--- src/rtl/inv_bfly_pkg.sv ---
// rtl/inv_bfly_pkg.sv - shared states, saturation and complex pack/unpack helpers
package inv_bfly_pkg;

  typedef enum logic [2:0] {
    IDLE,
    MUL0,
    MUL1,
    MUL2,
    MUL3,
    FIN,
    HOLD
  } state_t;

  function automatic logic [63:0] lo_mask(input int h);
    return (64'd1 << h) - 64'd1;
  endfunction

  // Packed complex words carry the real half above the imaginary half.
  function automatic logic [63:0] cplx_re(input logic [63:0] x, input int h);
    return (x >> h) & lo_mask(h);
  endfunction

  function automatic logic [63:0] cplx_im(input logic [63:0] x, input int h);
    return x & lo_mask(h);
  endfunction

  function automatic logic [63:0] cplx_pack(input logic [63:0] re, input logic [63:0] im,
                                            input int h);
    return ((re & lo_mask(h)) << h) | (im & lo_mask(h));
  endfunction

  function automatic logic signed [63:0] sat_h(input logic signed [63:0] x, input int h);
    logic signed [63:0] hi;
    logic signed [63:0] lo;
    hi = (64'sd1 <<< (h - 1)) - 64'sd1;
    lo = -hi - 64'sd1;
    if (x > hi) return hi;
    if (x < lo) return lo;
    return x;
  endfunction

endpackage

--- src/rtl/cplx_serial_mac.sv ---
// rtl/cplx_serial_mac.sv - one shared signed multiplier feeding real/imag accumulators
module cplx_serial_mac #(
  parameter int H = 8
) (
  input  logic               clk,
  input  logic               rst_n,
  input  logic               clr,
  input  logic               en,
  input  logic [1:0]         sel,
  input  logic [H-1:0]       d_re,
  input  logic [H-1:0]       d_im,
  input  logic [H-1:0]       w_re,
  input  logic [H-1:0]       w_im,
  output logic [2*H+1:0]     acc_re,
  output logic [2*H+1:0]     acc_im
);

  localparam int ACC_W = 2 * H + 2;

  logic [H-1:0]          op_a;
  logic [H-1:0]          op_b;
  logic signed [2*H-1:0] prod;
  logic [ACC_W-1:0]      prod_ext;

  // sel 0..3: d_re*w_re, d_im*w_im, d_im*w_re, d_re*w_im
  always_comb begin
    op_a = d_re;
    op_b = w_re;
    case (sel)
      2'd0: begin op_a = d_re; op_b = w_re; end
      2'd1: begin op_a = d_im; op_b = w_im; end
      2'd2: begin op_a = d_im; op_b = w_re; end
      default: begin op_a = d_re; op_b = w_im; end
    endcase
  end

  assign prod     = $signed(op_a) * $signed(op_b);
  assign prod_ext = ACC_W'(prod);

  always_ff @(posedge clk or negedge rst_n) begin
    if (!rst_n) begin
      acc_re <= '0;
      acc_im <= '0;
    end else if (clr) begin
      acc_re <= '0;
      acc_im <= '0;
    end else if (en) begin
      case (sel)
        2'd0, 2'd1: acc_re <= acc_re + prod_ext;
        2'd2:       acc_im <= acc_im + prod_ext;
        default:    acc_im <= acc_im - prod_ext;
      endcase
    end
  end

endmodule

--- src/rtl/inv_butterfly_unit.sv ---
// rtl/inv_butterfly_unit.sv - radix-2 inverse butterfly a=(p+q)/2, b=((p-q)/2)*conj(w)
// Optional build macro INV_BFLY_ROUND_EN selects round-half-up on the b result.
module inv_butterfly_unit #(
  parameter int WIDTH = 16
) (
  input  logic             clk,
  input  logic             rst_n,
  input  logic             in_valid,
  output logic             in_ready,
  input  logic [WIDTH-1:0] p,
  input  logic [WIDTH-1:0] q,
  input  logic [WIDTH-1:0] twiddle,
  output logic             out_valid,
  input  logic             out_ready,
  output logic [WIDTH-1:0] out_a,
  output logic [WIDTH-1:0] out_b
);

  import inv_bfly_pkg::*;

  localparam int H     = WIDTH / 2;
  localparam int ACC_W = 2 * H + 2;

`ifdef INV_BFLY_ROUND_EN
  localparam logic signed [ACC_W-1:0] RND = ACC_W'(64'd1 << (H - 2));
`else
  localparam logic signed [ACC_W-1:0] RND = '0;
`endif

  state_t state, state_next;

  logic         load;
  logic         mac_en;
  logic [1:0]   mac_sel;
  logic         fin;
  logic         done;

  logic [H-1:0] p_re, p_im, q_re, q_im, tw_re, tw_im;
  logic [H:0]   sum_re, sum_im, dif_re, dif_im;
  logic [H-1:0] s_re, s_im, d_re, d_im, w_re, w_im;

  logic [ACC_W-1:0]        acc_re, acc_im;
  logic signed [ACC_W-1:0] sh_re, sh_im;
  logic [H-1:0]            b_re, b_im;

  assign p_re  = H'(cplx_re(64'(p), H));
  assign p_im  = H'(cplx_im(64'(p), H));
  assign q_re  = H'(cplx_re(64'(q), H));
  assign q_im  = H'(cplx_im(64'(q), H));
  assign tw_re = H'(cplx_re(64'(twiddle), H));
  assign tw_im = H'(cplx_im(64'(twiddle), H));

  // One extra bit keeps the sum exact; halving the H+1-bit value always fits in H bits.
  assign sum_re = {p_re[H-1], p_re} + {q_re[H-1], q_re};
  assign sum_im = {p_im[H-1], p_im} + {q_im[H-1], q_im};
  assign dif_re = {p_re[H-1], p_re} - {q_re[H-1], q_re};
  assign dif_im = {p_im[H-1], p_im} - {q_im[H-1], q_im};

  assign in_ready = (state == IDLE);

  always_ff @(posedge clk or negedge rst_n) begin
    if (!rst_n) state <= IDLE;
    else        state <= state_next;
  end

  always_comb begin
    state_next = state;
    load       = 1'b0;
    mac_en     = 1'b0;
    mac_sel    = 2'd0;
    fin        = 1'b0;
    done       = 1'b0;
    case (state)
      IDLE: if (in_valid) begin
        load       = 1'b1;
        state_next = MUL0;
      end
      MUL0: begin mac_en = 1'b1; mac_sel = 2'd0; state_next = MUL1; end
      MUL1: begin mac_en = 1'b1; mac_sel = 2'd1; state_next = MUL2; end
      MUL2: begin mac_en = 1'b1; mac_sel = 2'd2; state_next = MUL3; end
      MUL3: begin mac_en = 1'b1; mac_sel = 2'd3; state_next = FIN;  end
      FIN:  begin fin = 1'b1; state_next = HOLD; end
      HOLD: if (out_ready) begin
        done       = 1'b1;
        state_next = IDLE;
      end
      default: state_next = IDLE;
    endcase
  end

  always_ff @(posedge clk or negedge rst_n) begin
    if (!rst_n) begin
      s_re <= '0; s_im <= '0;
      d_re <= '0; d_im <= '0;
      w_re <= '0; w_im <= '0;
    end else if (load) begin
      s_re <= H'(sum_re >> 1);
      s_im <= H'(sum_im >> 1);
      d_re <= H'(dif_re >> 1);
      d_im <= H'(dif_im >> 1);
      w_re <= tw_re;
      w_im <= tw_im;
    end
  end

  cplx_serial_mac #(.H(H)) u_mac (
    .clk    (clk),
    .rst_n  (rst_n),
    .clr    (load),
    .en     (mac_en),
    .sel    (mac_sel),
    .d_re   (d_re),
    .d_im   (d_im),
    .w_re   (w_re),
    .w_im   (w_im),
    .acc_re (acc_re),
    .acc_im (acc_im)
  );

  assign sh_re = ($signed(acc_re) + RND) >>> (H - 1);
  assign sh_im = ($signed(acc_im) + RND) >>> (H - 1);
  assign b_re  = H'(sat_h(64'(sh_re), H));
  assign b_im  = H'(sat_h(64'(sh_im), H));

  always_ff @(posedge clk or negedge rst_n) begin
    if (!rst_n) begin
      out_valid <= 1'b0;
      out_a     <= '0;
      out_b     <= '0;
    end else if (fin) begin
      out_valid <= 1'b1;
      out_a     <= WIDTH'(cplx_pack(64'(s_re), 64'(s_im), H));
      out_b     <= WIDTH'(cplx_pack(64'(b_re), 64'(b_im), H));
    end else if (done) begin
      out_valid <= 1'b0;
    end
  end

endmodule

--- config.mk ---
export PLATFORM = sky130hd
export DESIGN_NAME = inv_butterfly_unit
export DESIGN_NICKNAME = d
export VERILOG_FILES = /design/src/rtl/inv_bfly_pkg.sv /design/src/rtl/cplx_serial_mac.sv /design/src/rtl/inv_butterfly_unit.sv
export SDC_FILE = /design/constraint.sdc
export NUM_CORES = 1
export LEC_CHECK = 0
export BUFFER_PORTS_ARGS = -buffer_cell sky130_fd_sc_hd__buf_2
export CORE_MARGIN = 2
export CORE_UTILIZATION = 55
export CTS_CLUSTER_DIAMETER = 200
export DETAILED_ROUTE_END_ITERATION = 12
export PLACE_DENSITY = 0.74
export SYNTH_ARGS = -nofsm -noshare
export SYNTH_HDL_FRONTEND = slang
export SYNTH_SLANG_ARGS = --single-unit
--- constraint.sdc ---
create_clock -name clk -period 13.9 [get_ports clk]
set_input_delay 0.695 -clock clk [delete_from_list [all_inputs] [get_ports clk]]
set_output_delay 0.695 -clock clk [all_outputs]
set_load 0.01 [all_outputs]
# == After elaboration in Yosys (flattened, before gate mapping) ==
# Index checks and enable logic that the tools add are counted.
# op_classes
addsub,7
multipliers,1
order_cmp,4
n_eq_ne,11
muxes,34
bitwise,2
reduce_logical,12
# ops
cell,n
18-bit two-way mux,5
8-bit two-way mux,10
18-bit adder,2
18-bit one-hot mux with 2 select lines,1
16-bit by 8-bit bitwise OR with 16-bit output,2
"11-bit by 8-bit > comparator with 1-bit output, second input constant",2
"11-bit by 8-bit less-than comparator with 1-bit output, second input constant",2
3-bit one-hot mux with 7 select lines,1
8-bit by 8-bit adder with 9-bit output,2
18-bit subtractor,1
8-bit by 8-bit subtractor with 9-bit output,2
8-bit by 8-bit multiplier with 16-bit output,1
1-bit two-way mux,14
"3-bit equality test, second input constant",3
"3-bit by 2-bit equality test with 1-bit output, second input constant",2
3-bit two-way mux,2
"2-bit != test, second input constant",3
2-bit one-hot mux with 3 select lines,1
2-bit AND reduction,3
2-bit nonzero test,3
2-bit OR reduction,3
4-bit OR reduction,1
"3-bit by 1-bit equality test with 1-bit output, second input constant",1
3-bit logical NOT,1
3 further kinds,3
# totals
register_bits,120
out_inout_bits,34
elab_cells,83

# == Logic depth before layout (Yosys ltp) ==
# depth
word_depth,10
mapped_depth,33
depth_no_buf,30

# == Hierarchy ==
# Synthesis repeated with hierarchy kept, for this count alone.
# unflattened
cells_unflattened,1216
area_unflattened_um2,10735.3
# modules_own_cells
module,instances,cells_each,area_each_um2,seq_area_each_um2
cplx_serial_mac,1,729,6104.6,900.9
inv_butterfly_unit,1,487,4630.7,2102.0

# == Worst setup path after synthesis ==
# No wires, ideal clock.
# synth_timing
kind,reg-to-reg
from,reg state[2]
to,reg u_mac.acc_im[17]
t_arrival_ns,7.253
slack_ns,6.520
stages_incl_launch_ff,30
n_path_buf,1
path_cell_list,dfrtp_1 > buf_2 > xnor2_1 > nor2_1 > mux2i_1 > or2_2 > fa_1 > fa_1 > inv_1 > fa_1 > inv_1 > fa_1 > inv_1 > ha_1 > o21a_2 > a2111oi_4 > o211ai_2 > a2111oi_4 > and2_1 > nor2_1 > xnor2_1 > ha_1 > and4_1 > and2_1 > a31oi_1 > nand3_1 > a41oi_1 > o211ai_1 > a31oi_1 > mux2i_1
# synth_between
elab_chain_cells,10
word_cells_on_any_way,26
classes_between,add/sub: 2; mul: 1; eq/ne: 7; mux: 8; reduce/logical: 8
# synth_rtl
item,line_no,text
"start, declared",inv_butterfly_unit.sv:30,"state_t state, state_next;"
"start signal, assigned",inv_butterfly_unit.sv:63,else state <= state_next;
3-bit equality test or 3-bit by 2-bit equality test with 1-bit output (tied branches),inv_butterfly_unit.sv:73,case (state)
2-bit one-hot mux with 3 select lines,inv_butterfly_unit.sv:73,
2-bit by 1-bit equality test with 1-bit output (tied with other cells),"cplx_serial_mac.sv:29, cplx_serial_mac.sv:48",
2-bit OR reduction (no line),-,
8-bit two-way mux,cplx_serial_mac.sv:29,case (sel)
8-bit by 8-bit multiplier with 16-bit output,cplx_serial_mac.sv:37,assign prod = $signed(op_a) * $signed(op_b);
18-bit subtractor or 18-bit adder (tied branches),"cplx_serial_mac.sv:51, cplx_serial_mac.sv:50",
18-bit one-hot mux with 2 select lines,cplx_serial_mac.sv:48,case (sel)
18-bit two-way mux,cplx_serial_mac.sv:47,end else if (en) begin
18-bit two-way mux,cplx_serial_mac.sv:44,end else if (clr) begin
"end signal, assigned",cplx_serial_mac.sv:50,2'd2: acc_im <= acc_im + prod_ext;
"end signal, assigned",cplx_serial_mac.sv:51,default: acc_im <= acc_im - prod_ext;
"end, declared",cplx_serial_mac.sv:15,output logic [2*H+1:0] acc_im
# Parallel ways exist; a longest one is shown, timed or not. The select of a mux whose other input is x is not followed.
# A chain may end at the register's enable or synchronous reset.

# == Final worst setup path ==
# layout_timing
from,reg state[1]
to,reg u_mac.acc_re[17]
# layout_between
elab_chain_cells,10
word_cells_on_any_way,25
classes_between,add/sub: 1; mul: 1; eq/ne: 6; mux: 8; reduce/logical: 9
# layout_rtl
item,line_no,text
3-bit equality test or 3-bit by 2-bit equality test with 1-bit output (tied branches),inv_butterfly_unit.sv:73,
2-bit one-hot mux with 3 select lines,inv_butterfly_unit.sv:73,
2-bit by 1-bit equality test with 1-bit output (tied with other cells),"cplx_serial_mac.sv:29, cplx_serial_mac.sv:48",
2-bit OR reduction (no line),-,
8-bit two-way mux,cplx_serial_mac.sv:29,
8-bit by 8-bit multiplier with 16-bit output,cplx_serial_mac.sv:37,
18-bit adder,cplx_serial_mac.sv:49,"2'd0, 2'd1: acc_re <= acc_re + prod_ext;"
18-bit two-way mux,cplx_serial_mac.sv:48,
18-bit two-way mux,cplx_serial_mac.sv:47,
18-bit two-way mux,cplx_serial_mac.sv:44,
"end signal, assigned",cplx_serial_mac.sv:49,
"end, declared",cplx_serial_mac.sv:14,"output logic [2*H+1:0] acc_re,"
# Parallel ways exist; a longest one is shown, timed or not. The select of a mux whose other input is x is not followed.

==> summary.txt <==
Status
  • Status: complete, no violations

Placed design
  • Detailed Place HPWL: 19.0 mm
  • Inst Count DP: 1523
  • Buffers on Ports: 85
  • Routability cong.: 0.916

Setup path
  • Crit Path Category: reg2reg
  • CP delay by family, top: adder cells
  • Worst R2R Start: state[1]$_DFFE_PN0P_
  • CP Buf/Inv Count: 6
  • Req. time, crit path: 14210 ps
  • Most used cell, CP: inv_1
  • Critical Path Sink Type: register
  • Crit Path Max Fanout: 11
  • Slowest stage delay, CP: 860 ps
  • CP Launch Point: state[1]$_DFFE_PN0P_
  • Worst Path Arrival: 9160 ps
  • Slowest CP cell: nor2b_1
  • Critical Path Source Type: register

Clocking
  • CTS root buffer: clkbuf_16
  • CTS Buf Count: 17
  • TritonCTS clock tree: done
  • Post-CTS setup buffer count: 0
  • Clock Path Buffers: 2
  • H-Tree Depth: 4
  • Clk_lat worst skew: 430 ps
  • Clk pin slew, worst setup/hold paths: 60 ps
  • Clock sink total: 120
  • Cts hold-fix bufs: 0
  • Post-CTS resize count: 0

Route
  • Vias post-DR: 8621
  • Via density: 5.54
  • Avg WL per Cell: 16.1 µm
  • Antenna-violating nets left: 0
  • Initial drt markers: 602
  • DRC viols: 0
  • Drt first pass iters: 5
  • Final wirelength: 25.0 mm

Synthesis
  • Synth top cells by count: nand2_1 (161), inv_1 (143), dfrtp_1 (120), nor2_1 (97), o21ai_0 (93)
  • Synth area leader: dfrtp_1
  • Syn. warnings: 0
  • Seq/Total Area, Yosys: 0.283
  • Synth async-reset ratio: 1.00
  • Syn avg cell area: 8.77 µm²
  • Synth Flop Type: dfrtp_1
  • Post-Synthesis Cell Area: 10600 µm²
  • Post-synth EDFFs: 0
  • Area share of the leading cell type in the synthesized netlist: 0.283
  • FF+latch count, synth: 120
  • Top-count cell post-synth: nand2_1
  • Mapped Nets: 1414
  • Synth top area cells: dfrtp_1 (28%), fa_1 (12%), ha_1 (11%)
  • Yosys cell types: 72
  • Syn Inst Count: 1210

Die
  • Die width: 143 µm
  • Core region area: 18800 µm²
  • Die ar.: 20400 µm²
  • Ports: 86
  • Initial Util: 0.563
  • Die H: 143 µm
  • Row cnt: 50

Finish
  • FF+latch area: 3000 µm²
  • Final nets: 1486
  • Fillcell total: 1576
  • Area of the multi-input gates: 6910 µm²
  • Fin cells: 1556
  • Layout cells sized above 1: 0.136
  • Area grow syn2layout: 11.7%

Timing
  • Worst slew margin: 0.272
  • Final hold vios: 0
  • Pins over their slew limit: 0
  • Finish-stage setup viols: 0
  • Worst Tran Pin Value: 1090 ps
  • Setup Skew: 14.5 ps
  • Setup tns final: 0 ps
  • RSZ-0062 raised after global routing: false
  • Final min period: 8860 ps
  • Final hold slack: 389 ps
  • Fmax: 113 MHz
  • Final Cycle Share: 0.637

Global routing
  • Total GRT Usage: 0.260
  • First-pass GRT wire length: 42.2 mm
  • Largest net degree at the start of global routing: 75
  • Initial antenna violation count: 0
  • Vias in the first global route: 8634
  • GR Overflow Total: 0

Min path
  • Hold Path Class: in2async

Flow run
  • Number of max-cap violations: 0
-- worst paths after layout --
| check | slack [ps] | depth (start not counted) | to |
|---|---|---|---|
| max in group asynchronous | 12280 | 2 | out_a[12]$_DFFE_PN0P_ |
| min reg2reg | 460 | 2 | out_b[1]$_DFFE_PN0P_ |
| min | 390 | 1 | u_mac.acc_re[3]$_DFFE_PN0P_ |
| min in group clk | 450 | 3 | w_re[3]$_DFFE_PN0P_ |
| max reg2reg | 5040 | 26 | u_mac.acc_re[17]$_DFFE_PN0P_ |
| max | 5040 | 26 | u_mac.acc_re[17]$_DFFE_PN0P_ |
-- sequential cells by signal (all words and copies together) (netlist names) --
name and cells:
d_im 8, d_re 8, out_a 16, out_b 16, out_valid 1, s_im 8
s_re 8, state 3, u_mac.acc_im 18, u_mac.acc_re 18, w_im 8, w_re 8
-- kinds of logic (layout without fill, tap and decap cells) --
kind of cell    after synthesis  after routing  synth area share
compound gates              280            280             0.177
xor+xnor                     62             62            0.0539
fa+ha+maj                   152            152             0.222
buf+inv                     183            268            0.0658
flops                       120            120             0.283
mux                          36             36            0.0361
other cells                   0              1                 0
simple gates                377            377             0.161
-- per-stage QoR --
step	utilization	setup WS, ps	cell area [µm²]
2_1_floorplan	-	6520	10600
5_1_grt	0.629	4590	11800
6_report	0.629	5040	11800
4_1_cts	0.629	5150	11800
3_3_place_gp	0.598	5290	11300
3_5_place_dp	0.598	5160	11300
-- cells in the final DEF, fill, tap and decap left out, types with 11 or more instances in the layout --
cell / n
nor3_1: 17
a31oi_1: 12
o21ai_0: 93
a21oi_1: 49
a21o_1: 16
o31ai_1: 11
nand3_1: 16
dfrtp_1: 120
o21bai_1: 16
fa_1: 61
or2_2: 13
xor2_1: 17
clkbuf_16: 17
nor2b_1: 14
nand2_1: 160
mux2i_1: 18
nor2_1: 97
a211oi_1: 16
inv_1: 143
ha_1: 91
mux2_2: 18
buf_2: 84
xnor2_1: 42
-- worst reg2reg max path, stage by stage (launching register included) --
cell	delay [ps]
dfrtp_1	490
nor2b_1	860
mux2i_1	820
or2_2	270
inv_1	80
fa_1	570
inv_1	150
fa_1	570
inv_1	60
fa_1	530
inv_1	50
fa_1	530
inv_1	40
ha_1	400
a21o_1	200
a21o_1	180
a31oi_2	390
a21oi_1	180
nor2_1	380
inv_2	120
ha_1	460
nor2_1	70
and4_1	200
o31ai_1	430
nand3_1	150
a32oi_1	220
or3b_1	350
-- final cells by class --
cell class,instances,share of cell area
inverter,144,0.0456
antenna,1,0.000211
multi-input combinational,907,0.583
timing repair buffer,92,0.0406
clock buffer,19,0.0382
sequential,120,0.253
clock inverter,13,0.0114
tap,260,0.0275
-- per-layer routing --
layer / GRT usage / routed length [µm]
met3: 0.0473 / 1350
met1: 0.352 / 11400
met5: 0 / 0
met4: 0.0938 / 752
met2: 0.421 / 11600
Power is left out: the tool's default activity adds up to more than one toggle a clock period on the data nets, which glitch-free logic cannot reach.
